$ cat src/rtl/reset_sequencer.sv
// Filters and synchronises PLL lock, holds every reset, then releases reset_out[0..NUM_RST-1] STAGE_GAP apart.
// Lock rise to reset_out[0] fall: SYNC_STAGES+LOCK_FILTER+HOLD_CYCLES+1 cycles; lock loss re-asserts in SYNC_STAGES+1.
module reset_sequencer #(
    parameter int NUM_RST     = 4,
    parameter int HOLD_CYCLES = 256,
    parameter int STAGE_GAP   = 16,
    parameter int LOCK_FILTER = 8,
    parameter int SYNC_STAGES = 2
) (
    input  logic               clk,
    input  logic               rst_n,
    input  logic               pll_locked,
    input  logic               soft_reset_req,
    input  logic               sticky_clr,
    output logic [NUM_RST-1:0] reset_out,
    output logic               all_released,
    output logic               lock_lost_sticky
);
    localparam int FW = $clog2(LOCK_FILTER + 1);
    localparam int HW = $clog2(HOLD_CYCLES + 1);
    localparam int GW = $clog2(STAGE_GAP + 1);
    localparam int SW = (NUM_RST > 1) ? $clog2(NUM_RST) : 1;
    localparam logic [FW-1:0] FILT_LAST = FW'(LOCK_FILTER);
    localparam logic [HW-1:0] HOLD_LAST = HW'(HOLD_CYCLES - 1);
    localparam logic [GW-1:0] GAP_LAST  = GW'(STAGE_GAP - 1);

    typedef enum logic [1:0] {WAIT_LOCK, HOLD, RELEASE, RUN} state_t;

    state_t                 state;
    logic [SYNC_STAGES-1:0] lk_sync;
    logic                   lk_s;
    logic [FW-1:0]          filt_cnt;
    logic [HW-1:0]          hold_cnt;
    logic [SW-1:0]          stage_cnt;
    logic [GW-1:0]          gap_cnt;

    always_ff @(posedge clk or negedge rst_n) begin
        if (!rst_n) begin
            lk_sync <= '0;
        end else begin
            lk_sync <= {lk_sync[SYNC_STAGES-2:0], pll_locked};
        end
    end

    assign lk_s = lk_sync[SYNC_STAGES-1];

    always_ff @(posedge clk or negedge rst_n) begin
        if (!rst_n) begin
            state            <= WAIT_LOCK;
            reset_out        <= '1;
            all_released     <= 1'b0;
            lock_lost_sticky <= 1'b0;
            filt_cnt         <= '0;
            hold_cnt         <= '0;
            stage_cnt        <= '0;
            gap_cnt          <= '0;
        end else begin
            // A lock-loss set below overrides this clear in the same cycle.
            if (sticky_clr) lock_lost_sticky <= 1'b0;

            if (state != WAIT_LOCK && !lk_s) begin
                state            <= WAIT_LOCK;
                reset_out        <= '1;
                all_released     <= 1'b0;
                lock_lost_sticky <= 1'b1;
                filt_cnt         <= '0;
                hold_cnt         <= '0;
                stage_cnt        <= '0;
                gap_cnt          <= '0;
            end else if (state != WAIT_LOCK && soft_reset_req) begin
                state        <= HOLD;
                reset_out    <= '1;
                all_released <= 1'b0;
                hold_cnt     <= '0;
                stage_cnt    <= '0;
                gap_cnt      <= '0;
            end else begin
                case (state)
                    WAIT_LOCK: begin
                        // Lock is accepted on the sample after LOCK_FILTER consecutive highs.
                        if (!lk_s) begin
                            filt_cnt <= '0;
                        end else if (filt_cnt == FILT_LAST) begin
                            state    <= HOLD;
                            filt_cnt <= '0;
                            hold_cnt <= '0;
                        end else begin
                            filt_cnt <= filt_cnt + 1'b1;
                        end
                    end
                    HOLD: begin
                        if (hold_cnt == HOLD_LAST) begin
                            hold_cnt     <= '0;
                            stage_cnt    <= '0;
                            gap_cnt      <= '0;
                            reset_out[0] <= 1'b0;
                            if (NUM_RST == 1) begin
                                state        <= RUN;
                                all_released <= 1'b1;
                            end else begin
                                state <= RELEASE;
                            end
                        end else begin
                            hold_cnt <= hold_cnt + 1'b1;
                        end
                    end
                    RELEASE: begin
                        if (gap_cnt == GAP_LAST) begin
                            gap_cnt   <= '0;
                            stage_cnt <= stage_cnt + 1'b1;
                            for (int i = 1; i < NUM_RST; i++) begin
                                if (i == int'(stage_cnt) + 1) reset_out[i] <= 1'b0;
                            end
                            if (int'(stage_cnt) + 2 == NUM_RST) begin
                                state        <= RUN;
                                all_released <= 1'b1;
                                stage_cnt    <= '0;
                            end
                        end else begin
                            gap_cnt <= gap_cnt + 1'b1;
                        end
                    end
                    RUN: begin
                    end
                    default: state <= WAIT_LOCK;
                endcase
            end
        end
    end
endmodule
$ cat config.mk
export PLATFORM = sky130hd
export DESIGN_NAME = reset_sequencer
export DESIGN_NICKNAME = d
export VERILOG_FILES = /design/src/rtl/reset_sequencer.sv
export SDC_FILE = /design/constraint.sdc
export NUM_CORES = 1
export LEC_CHECK = 0
export BUFFER_PORTS_ARGS = -buffer_cell sky130_fd_sc_hd__clkbuf_2
export CAP_MARGIN = 40
export CELL_PAD_IN_SITES_DETAIL_PLACEMENT = 2
export CELL_PAD_IN_SITES_GLOBAL_PLACEMENT = 2
export CORE_ASPECT_RATIO = 1.75
export CORE_MARGIN = 2
export CORE_UTILIZATION = 34
export CTS_CLUSTER_SIZE = 30
export DETAILED_ROUTE_END_ITERATION = 10
export GPL_TIMING_DRIVEN = 0
export PLACE_DENSITY_LB_ADDON = 0.1
export SLEW_MARGIN = 40
export SYNTH_ARGS = -nofsm -noshare
export SYNTH_HDL_FRONTEND = slang
export SYNTH_SLANG_ARGS = --single-unit
$ cat constraint.sdc
create_clock -name clk -period 1.7 [get_ports clk]
set_input_delay 0.34 -clock clk [delete_from_list [all_inputs] [get_ports clk]]
set_output_delay 0.34 -clock clk [all_outputs]
set_load 0.01 [all_outputs]
==> flow_results.org, run 1 <==
** Worst setup path
- The critical path is of the flip-flop to flip-flop type.
- Of all nets on the critical path, the largest fanout is 3.
- Counting cells, the worst reg-to-reg path comes to 8.
- In this run the register-to-register setup slack is -150 ps.
- Data required time at the worst endpoint :: 1920 ps
- Critical Path Source Type :: flip-flop
- The worst register-to-register path begins at state[1]$_DFFE_PN0P_.
- STA puts the critical path data arrival time at 2070 ps.
- Critical R2R Capture :: state[0]$_DFFE_PN0P_
- The worst setup path is captured at a flip-flop.
- Following the worst setup path forward leads to its endpoint at state[0]$_DFFE_PN0P_.
- Tracing the worst setup path back leads to its startpoint at state[1]$_DFFE_PN0P_.

** Final layout
- The net count of the finished layout is 229.
- Compared with the post-synthesis result, the final layout area differs by 45.16%.
- Fin util :: 0.5111
- ANT cells :: 0
- Proportion of layout cells with a drive suffix above 1 :: 0.4562
- Number of inserted filler cells in the final layout :: 498

** Power
- Cell internal power was estimated by the tool at 2.219 mW.
- Cell area power density :: 1540 nW/um^2
- For this design the static power due to leakage is 1.082 nW.
- For this design the total switching power over the nets is 1.453 mW.
- Across the VDD grid, the largest voltage drop is 0.001030 V.
- Power share of the combinational group :: 0.577
- Post-layout total power :: 3.671 mW
- Of the total power, the clock network draws 0.189.
- Sequential fraction of design power :: 0.233
- Switching share of total power :: 0.3957

** Clock tree
- The longest clock path from root to sink contains 2 buffers.
- Clock latency on the worst-skew pair, taken at its later pin, is 290 ps.
- TritonCTS built the clock tree.
- In this run the number of H-tree levels came out at 2.
- The tree is rooted in a clkbuf_8.
- Clock tree synthesis inserted a total of 5 buffers.
- Clock Sink Count :: 30
- Clock transition at path regs :: 70 ps

** STA
- Final setup slack of the worst path :: -150.5 ps
- Static timing analysis puts the maximum clock frequency at 0.5404 GHz.
- Dividing the final minimum period by the clock period gives 1.089.
- Min Tclk post-route :: 1850 ps
- At the pin with the least slew margin, the transition time is 697.3 ps.
- The max-slew violation count is 0.
- The number of hold violations in the final report was 0.
- Final setup skew :: 4.619 ps
- Headroom to the max-slew limit came out at 0.5351.
- Final setup violating endpoints :: 10
- Across all hold checks on the routed design, the worst slack comes to 87.82 ps.
- Total negative slack :: -627.9 ps
- Setup repair after global routing missed its margin :: yes

** Logic synthesis
- Warnings from Yosys :: 0
- Of the post-synthesis cell area, the dominant cell type holds 0.3960.
- Ys flop type :: dfrtp_1
- Top area cells in the synthesized netlist :: dfrtp_1 (40%), dfstp_2 (6.4%), ha_1 (6.1%), nand2_1 (5.7%), o21ai_0 (5.2%)
- Synthesis-stage register bit count :: 30
- The synthesized design contains 0 enable-type register cells.
- dfrtp_1 takes more of the synthesized area than any other cell.
- For this run, the register share of the synthesized area comes to 0.4600.
- Area of the mapped netlist :: 1643 um^2
- In the synthesized netlist, the number of instances is 169.
- When the netlist entered floorplanning its net count stood at 182.
- After synthesis, the netlist uses 45 different library cells.
- Async set or reset register ratio after synthesis :: 1.000
- A synthesized cell averages 9.721 um^2.

** Place
- Prior to clock tree synthesis, the placed netlist has a worst setup slack of -316.3 ps.
- RePlAce Congestion :: 0.7783
- During placement, the flow inserted port buffers numbering 10.
- The wire-length estimate of the detail-placed layout is 3.133 mm.

** Die
- Total core area :: 4666 um^2
- Boundary pin count :: 11
- The initial utilization of the core area, before any placement, comes to 0.3521.
- From bottom edge to top edge, the die measures 95.96 um.
- The floorplan has 33 rows.
- The floorplan step defined a die boundary enclosing 5426 um^2.
- Overall die width :: 56.55 um

** Route
- In this run, the number of DRC markers left after iteration 0 of detailed routing was 24.
- In this run the remaining antenna-violating nets after routing total 0.
- Mean routed wirelength per cell :: 20.97 um
- Total via count in the routed design :: 1481
- Total iterations of the first detailed-routing run :: 4
- Via-to-Cell Ratio :: 5.506
- After detailed routing, the number of remaining DRC violations is 0.
- Wire length after detailed routing :: 5.642 mm

** Hold path
- Type of the worst min-delay path :: input pin to asynchronous set/reset pin

** GRT
- In the global route stage, met3 resource usage came out at 0.03226.
- Initial antenna violation count :: 0
- Entering global routing, the biggest net connects 31 pins.
- In this run the most used layer during global routing was met2.
- Global-route wire length before repair :: 8.376 mm
- Overall overflow remaining after global route :: 0
- Across every metal layer, demand over resource in global routing totals 0.2084.
- GRT met2 Usage :: 0.4167
- Via count of the first global-routing pass :: 1672
- Grt met1 use :: 0.2014

** Status
- The flow ran to the end, but the final reports show violations.
- The checks that failed: setup timing.

** Job
- Max-capacitance violation count :: 0
[metal layers]
layer	part of all wire	vias up	wire length, um
met5	0	-	0
met1	0.35	765	1978
li1	-	690	-
met2	0.61	15	3439
met3	0.016	11	88
met4	0.024	0	135
[stage by stage]
step / instance area, um^2 / cells
2_1_floorplan: 1660 / 169
3_3_place_gp: 1775 / 231
3_5_place_dp: 1775 / 231
4_1_cts: 2191 / 257
5_1_grt: 2385 / 269
6_report: 2385 / 269
[final cells by class]
| class | instances | area, um^2 | share of cell area |
|---|---|---|---|
| multi-input cells | 126 | 1077 | 0.4517 |
| flip-flops and latches | 30 | 758.2 | 0.3179 |
| repair buffers | 41 | 314.1 | 0.1317 |
| clock buffers | 8 | 110.1 | 0.04617 |
| well taps | 52 | 65.06 | 0.02728 |
| inverters | 9 | 33.78 | 0.01417 |
| plain buffers | 3 | 26.28 | 0.01102 |
[Yosys cell counts, types with 2 or more instances]
cell type,instances
dfrtp_1,26
nand2_1,25
o21ai_0,17
inv_1,9
nor2_1,9
ha_1,8
nand3_1,8
nor3_1,5
a32o_1,4
dfstp_2,4
mux2i_1,4
nor2b_1,4
nor3b_1,4
a21oi_1,3
clkbuf_1,3
a21boi_0,2
and2_1,2
nand2b_1,2
o21a_1,2
o31ai_1,2
or3_1,2
[state kept, by name, summed over array words and instances (netlist names)]
register / count
stage_cnt: 2
reset_out: 4
hold_cnt: 9
lock_lost_sticky: 1
filt_cnt: 4
gap_cnt: 5
state: 2
all_released: 1
lk_sync: 2
[critical path, cell delays in order (launching register included)]
cell	delay [ps]
dfrtp_1	380
inv_2	100
ha_4	180
nor2b_4	130
o31ai_4	240
o21ai_2	100
a311oi_2	290
buf_4	180
mux2i_1	170
[cells by family (layout without fill, tap and decap cells)]
logic type               after synthesis  in the layout  share of synthesized area
multiplexers                           4              4                    0.02437
flip-flops                            30             30                     0.4600
buffers and inverters                 13             61                    0.03046
adder cells (fa/ha/maj)                8              8                    0.06093
AND/OR/NAND/NOR                       73             73                     0.2506
AO/OA/AOI/OAI                         41             41                     0.1736
[worst min path at each step]
stage | startpoint | to | slack (ps) | depth (start not counted)
finish | rst_n | filt_cnt[1]$_DFFE_PN0P_ | 90 | 1
global route | rst_n | filt_cnt[1]$_DFFE_PN0P_ | 130 | 1
CTS | rst_n | hold_cnt[1]$_DFFE_PN0P_ | 160 | 1
global placement | lk_sync[0]$_DFF_PN0_ | lk_sync[1]$_DFF_PN0_ | 330 | 0
detailed placement | lk_sync[0]$_DFF_PN0_ | lk_sync[1]$_DFF_PN0_ | 360 | 0
floorplan | rst_n | all_released$_DFFE_PN0P_ | 40 | 0
[power by group through the flow]
stage,sequential [mW],combinational [mW],clock [mW]
final,0.856,2.12,0.696
after global routing,0.866,2.28,0.739
after CTS,0.852,1.64,0.713
after detailed placement,0.866,1.05,0
after global placement,0.860,1.01,0
after floorplan,0.853,0.742,0
[repair_timing]
action | 4_1_cts | 5_1_grt
hold endpoints to repair | 0 | 0
pin swaps | 12 | 8
resized for setup | 38 | 32
setup endpoints to repair | 22 | 18
setup buffers | 19 | 12
hold buffers | 0 | 0
[layout by cell type, fill, tap and decap left out, types with 3 or more instances in the layout]
cell type and count:
o21ai_1 5, dfstp_2 4, a32o_1 4, o21ai_0 10
dfrtp_1 24, clkbuf_8 8, buf_6 6, nor2_1 7
nand2_1 22, inv_1 5, a21oi_1 3, buf_4 26
clkbuf_2 9, nand3_1 8, ha_4 7, inv_2 4
nor2_4 3, mux2i_1 4, nor3_1 4, nor3b_1 4
Power figures use the tool's default switching activity.
==> run 2, diff against run 1 <==
--- a/config.mk
+++ b/config.mk
@@ -9,7 +9,6 @@
 export CAP_MARGIN = 40
 export CELL_PAD_IN_SITES_DETAIL_PLACEMENT = 2
 export CELL_PAD_IN_SITES_GLOBAL_PLACEMENT = 2
-export CORE_ASPECT_RATIO = 1.75
 export CORE_MARGIN = 2
 export CORE_UTILIZATION = 34
 export CTS_CLUSTER_SIZE = 30
==> flow_results.org, run 2 (synthesized netlist as in run 1, its figures left out) <==
** Route
- The remaining antenna violation count is 0 (unchanged).
- The mean routed wirelength per cell is 20.91 um (was 20.97 um).
- The via density per instance is 5.526 (was 5.506).
- The total via count after detailed routing was 1503 (was 1481).
- The number of DRC markers in iteration 0 is 27 (was 24).
- # DRC :: 0 (unchanged)
- Total iterations of the first detailed-routing run :: 4 (unchanged)
- Wire length after detailed routing :: 5.688 mm (was 5.642 mm)

** Hold path
- The type of the worst min-delay path is input pin to asynchronous set/reset pin (unchanged).

** Worst setup path
- Crit-path cells: inv_4 -> ha_4 -> nor2b_4 -> o31ai_4 -> buf_6 -> nand2_8 -> a31o_4 -> a32o_1 (was inv_2 -> ha_4 -> nor2b_4 -> o31ai_4 -> o21ai_2 -> a311oi_2 -> buf_4 -> mux2i_1).
- Critical Path Source Type :: flip-flop (unchanged)
- The capturing element type of the critical path is a flip-flop (unchanged).
- Cell type group with the largest total delay on the critical path :: compound AO/OA/AOI/OAI gates (unchanged)
- Data arrival time of the worst path :: 2020 ps (was 2070 ps)
- The kind of critical path is flip-flop to flip-flop (unchanged).
- The count of buffer and inverter cells on the critical path is 2 (unchanged).
- The maximum single-stage delay on the critical path came to 420 ps (was 380 ps).
- Setup slack on the worst flop-to-flop path :: -150 ps (about the same)
- The length in cells of the worst reg-to-reg path was 8 (unchanged).
- The worst-path maximum fanout came to 9 (was 3).
- Crit path max-delay cell type :: dfrtp_1 (unchanged)
- The required time of the critical path is 1870 ps (was 1920 ps).
- The depth of the critical timing path with buffers and inverters included came to 8 (unchanged).

** Die
- The core area came to 4692 um^2 (was 4666 um^2).
- The starting density of the core is 0.3501 (was 0.3521).
- The height of the chip was 73.51 um (was 95.96 um).
- The boundary pin count is 11 (unchanged).
- The die width is 73.51 um (was 56.55 um).
- Number of placement rows :: 25 (was 33)
- The die area came to 5404 um^2 (was 5426 um^2).

** Power
- Clk pwr share :: 0.166 (was 0.189)
- The sequential share of power is 0.236 (was 0.233).
- Power share of the combinational group :: 0.598 (was 0.577)
- Power dissipated by switching net loads :: 1.499 mW (was 1.453 mW)
- Cell area power density :: 1532 nW/um^2 (was 1540 nW/um^2)
- The leakage power figure is 1.070 nW (was 1.082 nW).
- Post-layout total power :: 3.678 mW (was 3.671 mW)
- The peak supply drop was 0.0006150 V (was 0.001030 V).
- The switching share of power was 0.4076 (was 0.3957).
- The design internal power came to 2.179 mW (was 2.219 mW).

** GRT
- The pin count of the biggest net entering global routing was 31 (unchanged).
- The global-route wire length before repair came to 8.797 mm (was 8.376 mm).
- The leftover overflow at the end of global routing is 0 (unchanged).
- Global-route total usage across every layer :: 0.2192 (was 0.2084)
- Initial antenna violation count :: 0 (unchanged)
- The via count of the first global-routing pass was 1735 (was 1672).

** Final layout
- The number of antenna diodes is 0 (unchanged).
- Final layout net count :: 230 (was 229)
- The most common library cell in the layout ignoring fill and taps is buf_4 (unchanged).
- Registers with the most flip-flops :: hold_cnt (9), gap_cnt (5) (unchanged)
- The area growth from synthesis to layout is 46.15% (was 45.16%).
- Fin util :: 0.5117 (was 0.5111)
- Number of inserted filler cells in the final layout :: 497 (was 498)
- Commonest cells after routing, fill and taps aside: buf_4 (27), dfrtp_1 (23), nand2_1 (21) (was buf_4 (26), dfrtp_1 (24), nand2_1 (22)).
- The number of non-filler instances in the completed layout was 272 (was 269).
- Largest register FFs :: 9 (unchanged)
- Proportion of layout cells with a drive suffix above 1 :: 0.4908 (was 0.4562)
- Register with the highest flop count :: hold_cnt (unchanged)

** STA
- Final setup slack of the worst path :: -149.8 ps (was -150.5 ps)
- Share of the cycle needed by the critical path after routing :: 1.088 (was 1.089)
- The number of hold violations in the final report is 0 (unchanged).
- Count of final max-slew check failures :: 0 (unchanged)
- Setup repair after global routing missed its margin :: yes (unchanged)
- The clock tree skew after final layout came to 10.40 ps (was 4.619 ps).
- Hold slack final :: 102.2 ps (was 87.82 ps)
- Worst max-slew margin expressed relative to the limit :: 0.5200 (was 0.5351)
- The actual slew at the worst max-slew pin came to 720.0 ps (was 697.3 ps).
- The count of endpoints failing setup in the final report is 9 (was 10).
- Maximum clock rate :: 0.5406 GHz (was 0.5404 GHz)
- The time the final worst path needs with I/O delays and setup was 1850 ps (about the same).

** Place
- The number of placed instances with taps included is 233 (was 231).
- The routability congestion estimate from global placement was 0.7439 (was 0.7783).
- Setup Slack @ Placement :: -306.7 ps (was -316.3 ps)
- The number of port buffers is 10 (unchanged).
- Half-perimeter wire length after detailed placement :: 3.114 mm (was 3.133 mm)

** Clock tree
- Maximum root-to-sink buffer count :: 2 (unchanged)
- The clock slew at the register clock pins of the worst setup and hold paths is 70 ps (about the same).
- Clock Sink Count :: 30 (unchanged)
- CTS tree :: done (unchanged)
- The number of H-tree branching levels came to 2 (unchanged).
- Post-cts hold buffer count :: 0 (unchanged)
- The clock insertion delay at the later pin of the skew report came to 290 ps (about the same).
- Buffer cell driving the clock tree root :: clkbuf_8 (unchanged)
- TritonCTS buffer count :: 5 (unchanged)

** Status
- Failing checks :: setup timing (unchanged)
- Result of the run: finished, violations left (unchanged).

** Job
- The max-capacitance violation count is 0 (unchanged).
run 2: changes by cell type in the layout (fill, tap and decap cells not counted), sizes merged:
cell	before	now
clkinv	0	1
run 2: final cells by class:
class	instances	area [um^2]	share of cell area
buffer	2	21.27	0.008859
sequential	30	759.5	0.3163
clock inverter	1	5.005	0.002084
inverter	9	36.28	0.01511
multi-input combinational	126	1105	0.4601
clock buffer	7	86.33	0.03596
timing repair buffer	43	320.3	0.1334
tap	54	67.56	0.02814
run 2: power groups by stage:
stage	Combinational (mW)	Clock (mW)	Sequential, mW
after CTS	1.70	0.623	0.853
final	2.20	0.611	0.868
after global placement	0.989	0	0.857
after detailed placement	1.03	0	0.871
after floorplan	0.742	0	0.853
after global routing	2.37	0.646	0.877
run 2: path summary, 6_finish.rpt:
kind,startpoint,end
setup / recovery,state[0]$_DFFE_PN0P_,hold_cnt[4]$_DFFE_PN0P_
hold / removal,rst_n,gap_cnt[0]$_DFFE_PN0P_
setup reg to reg,state[0]$_DFFE_PN0P_,hold_cnt[4]$_DFFE_PN0P_
hold reg to reg,lk_sync[0]$_DFF_PN0_,lk_sync[1]$_DFF_PN0_
max in group asynchronous,rst_n,lk_sync[1]$_DFF_PN0_
min in group clk,pll_locked,lk_sync[0]$_DFF_PN0_
run 2: stage by stage:
stage | cell area [um^2] | setup TNS, ps
final | 2401 | -561.7
after global routing | 2401 | -1570
after floorplan | 1660 | 0
after CTS | 2215 | -676.4
after detailed placement | 1778 | -3513
after global placement | 1778 | -1730
run 2: repair_timing:
| item | CTS | global route |
|---|---|---|
| buffers inserted | 24 | 10 |
| pin swaps | 12 | 15 |
| endpoints found under the setup margin | 23 | 19 |
| gates resized for setup | 41 | 39 |
run 2: routing by layer:
| layer | GRT usage | vias to the layer above | part of all wire |
|---|---|---|---|
| li1 | - | 696 | - |
| met1 | 0.2440 | 785 | 0.42 |
| met2 | 0.4187 | 15 | 0.55 |
| met3 | 0.04115 | 7 | 0.019 |
| met4 | 0.06061 | 0 | 0.010 |
| met5 | 0 | - | 0 |
==> run 3, diff against run 2 <==
--- a/config.mk
+++ b/config.mk
@@ -14,7 +14,7 @@
 export CTS_CLUSTER_SIZE = 30
 export DETAILED_ROUTE_END_ITERATION = 10
 export GPL_TIMING_DRIVEN = 0
-export PLACE_DENSITY_LB_ADDON = 0.1
+export PLACE_DENSITY_LB_ADDON = 0.05
 export SLEW_MARGIN = 40
 export SYNTH_ARGS = -nofsm -noshare
 export SYNTH_HDL_FRONTEND = slang
==> flow_results.org, run 3 (synthesized netlist as in run 1, its figures left out) <==
** Worst setup path
- The kind of start point of the critical path is a flip-flop (unchanged).
- Crit path max-delay cell type :: or3b_4 (was dfrtp_1)
- The length in cells of the worst reg-to-reg path is 6 (was 8).
- Crit-path cells: ha_4 -> nand4b_4 -> or3b_4 -> a311oi_2 -> buf_4 -> mux2i_1 (was inv_4 -> ha_4 -> nor2b_4 -> o31ai_4 -> buf_6 -> nand2_8 -> a31o_4 -> a32o_1).
- Setup slack on the worst flop-to-flop path :: -130 ps (was -150 ps)
- The maximum single-stage delay on the critical path came to 430 ps (was 420 ps).
- Worst setup EP type :: flip-flop (unchanged)
- The required time of the critical path was 1900 ps (was 1870 ps).
- The endpoint of the lowest-slack register-to-register path is state[1]$_DFFE_PN0P_ (was hold_cnt[4]$_DFFE_PN0P_).
- The worst-path maximum fanout was 5 (was 9).
- Crit Reg-Reg Startpoint :: gap_cnt[1]$_DFFE_PN0P_ (was state[0]$_DFFE_PN0P_)
- Critical path class :: flip-flop to flip-flop (unchanged)
- The critical path arrival is 2030 ps (was 2020 ps).

** STA
- Final Hold Fails :: 0 (unchanged)
- Min Tclk post-route :: 1827 ps (was 1850 ps)
- Final setup violating endpoints :: 3 (was 9)
- The clock tree skew after final layout is 3.576 ps (was 10.40 ps).
- Final setup slack of the worst path :: -127.3 ps (was -149.8 ps)
- Setup repair after global routing missed its margin: yes (unchanged).
- Count of final max-slew check failures :: 0 (unchanged)
- The relative slew slack came to 0.5144 (was 0.5200).
- Slew at the pin closest to its max-slew limit :: 728.3 ps (was 720.0 ps)
- The final worst-path cycle share is 1.075 (was 1.088).
- Maximum clock rate :: 0.5472 GHz (was 0.5406 GHz)

** Final layout
- The number of flip-flops under the largest register name came to 9 (unchanged).
- The share of the core filled with cells was 0.4960 (was 0.5117).
- Layout Area Growth over Synthesis :: 41.66% (was 46.15%)
- The number of antenna diodes was 0 (unchanged).
- The register with the most flip-flops is hold_cnt (unchanged).
- The most common library cell in the layout ignoring fill and taps is buf_4 (unchanged).
- Post-route standard cell area excluding fillers :: 2327 um^2 (was 2401 um^2)
- Commonest cells after routing, fill and taps aside :: buf_4 (29), dfrtp_1 (23), nand2_1 (22) (was buf_4 (27), dfrtp_1 (23), nand2_1 (21))
- Proportion of layout cells with a drive suffix above 1 :: 0.4465 (was 0.4908)
- Non-filler instance count after layout :: 269 (was 272)
- Registers with the most flip-flops: hold_cnt (9), gap_cnt (5) (unchanged).
- Final layout net count :: 227 (was 230)

** GRT
- The number of antenna violations at the first check in global routing is 0 (unchanged).
- The via count of the first global-routing pass was 1598 (was 1735).
- Overall overflow remaining after global route :: 0 (unchanged)
- Global-route wire length before repair :: 8.190 mm (was 8.797 mm)
- Global-route total usage across every layer :: 0.2017 (was 0.2192)
- The pin count of the biggest net entering global routing is 31 (unchanged).

** Route
- The mean routed wirelength per cell came to 18.51 um (was 20.91 um).
- Total via count in the routed design :: 1454 (was 1503)
- The highest routing layer actually used is met4 (unchanged).
- Wire length after detailed routing :: 4.978 mm (was 5.688 mm)
- The number of remaining DRC errors is 0 (unchanged).
- Routed wl met2 :: 2.815 mm (was 3.121 mm)
- Number of violations reported at the end of detailed-routing iteration 0 :: 56 (was 27)
- The remaining antenna violation count came to 0 (unchanged).
- Via-to-Cell Ratio :: 5.405 (was 5.526)
- Post-route met1 wirelength :: 2.064 mm (was 2.403 mm)
- The length of routed met3 wiring came to 82 um (was 106 um).
- The iteration count of the initial detailed-routing pass is 4 (unchanged).

** Place
- Quantity of I/O buffers inserted on ports :: 10 (unchanged)
- The routability congestion estimate from global placement was 0.7680 (was 0.7439).
- The number of placed instances with taps included was 233 (unchanged).
- The final HPWL from detailed placement came to 3.094 mm (was 3.114 mm).
- The instance area after placement is 1778 um^2 (unchanged).

** Clock tree
- The total clock sinks was 30 (unchanged).
- Maximum root-to-sink buffer count :: 2 (unchanged)
- The clock slew at the register clock pins of the worst setup and hold paths is 70 ps (about the same).
- The clock insertion delay at the later pin of the skew report was 280 ps (was 290 ps).
- CTS tree :: done (unchanged)
- TritonCTS buffer count :: 5 (unchanged)
- Buffer cell driving the clock tree root :: clkbuf_8 (unchanged)
- The number of H-tree branching levels came to 2 (unchanged).

** Die
- Number of placement rows :: 25 (unchanged)
- Total core area :: 4692 um^2 (unchanged)
- The die width came to 73.51 um (unchanged).
- Boundary pin count :: 11 (unchanged)
- Vertical extent of the die :: 73.51 um (unchanged)
- The die area was 5404 um^2 (unchanged).
- The starting density of the core is 0.3501 (unchanged).

** Power
- The peak supply drop is 0.0005681 V (was 0.0006150 V).
- Cell area power density :: 1444 nW/um^2 (was 1532 nW/um^2)
- The leakage power figure is 1.039 nW (was 1.070 nW).

** Hold path
- The type of the worst min-delay path was input pin to asynchronous set/reset pin (unchanged).

** Status
- Failing checks :: setup timing (unchanged)
- Result of the run :: finished, violations left (unchanged)

** Job
- The max-capacitance violation count is 0 (unchanged).
==> run 3: power by group <==
part           switching (mW)  internal [mW]
registers              0.0674          0.791
clock network           0.269          0.326
logic                    1.01          0.901
==> run 3: how the worst max path moves through the flow <==
stage	end	slack, ps	from
global placement	state[1]$_DFFE_PN0P_	-260	state[0]$_DFFE_PN0P_
finish	state[1]$_DFFE_PN0P_	-130	gap_cnt[1]$_DFFE_PN0P_
floorplan	state[0]$_DFFE_PN0P_	30	gap_cnt[1]$_DFFE_PN0P_
detailed placement	state[1]$_DFFE_PN0P_	-330	state[0]$_DFFE_PN0P_
CTS	state[1]$_DFFE_PN0P_	-90	state[1]$_DFFE_PN0P_
global route	state[1]$_DFFE_PN0P_	-230	gap_cnt[1]$_DFFE_PN0P_
==> run 3: metrics by stage <==
stage / worst slack [ps] / hold WS [ps] / setup TNS, ps / total power, mW
5_1_grt: -231.3 / 149.6 / -690.4 / 3.603
2_1_floorplan: 28.72 / 44.41 / 0 / 1.595
3_5_place_dp: -325.5 / 337.0 / -3599 / 1.918
6_report: -127.3 / 118.3 / -270.6 / 3.360
4_1_cts: -91.63 / 154.3 / -342.8 / 3.010
3_3_place_gp: -257.5 / 333.0 / -2073 / 1.862
==> run 3: what timing repair did <==
| action | in CTS | in global routing |
|---|---|---|
| hold endpoints to repair | 0 | 0 |
| pin swaps | 10 | 15 |
| endpoints found under the setup margin | 23 | 18 |
| setup buffers | 17 | 13 |
| gates resized for setup | 38 | 31 |
| hold buffers | 0 | 0 |
==> run 3: area by class of cell <==
class	count	area [um^2]
Tap cell	54	67.56
Timing Repair Buffer	40	286.5
Sequential cell	30	759.5
Clock inverter	1	5.005
Multi-Input combinational cell	126	1071
Inverter	9	36.28
Buffer	2	15.01
Clock buffer	7	86.33
Fill cell	500	2365
==> run 3: critical path, delay by kind of cell, from the launching register on <==
| kind | cells | cell delay (ps) |
|---|---|---|
| AOI/OAI and AO/OA | 1 | 270 |
| muxes | 1 | 190 |
| DFF | 1 | 400 |
| buffers and inverters | 1 | 170 |
| and+or+nand+nor | 2 | 550 |
| adders and majority gates | 1 | 170 |
==> run 3: layer usage <==
| metal | vias to the layer above | track usage |
|---|---|---|
| met3 | 2 | 0.04527 |
| met5 | - | 0 |
| met1 | 751 | 0.2378 |
| met4 | 0 | 0.04242 |
| li1 | 691 | - |
| met2 | 10 | 0.3710 |
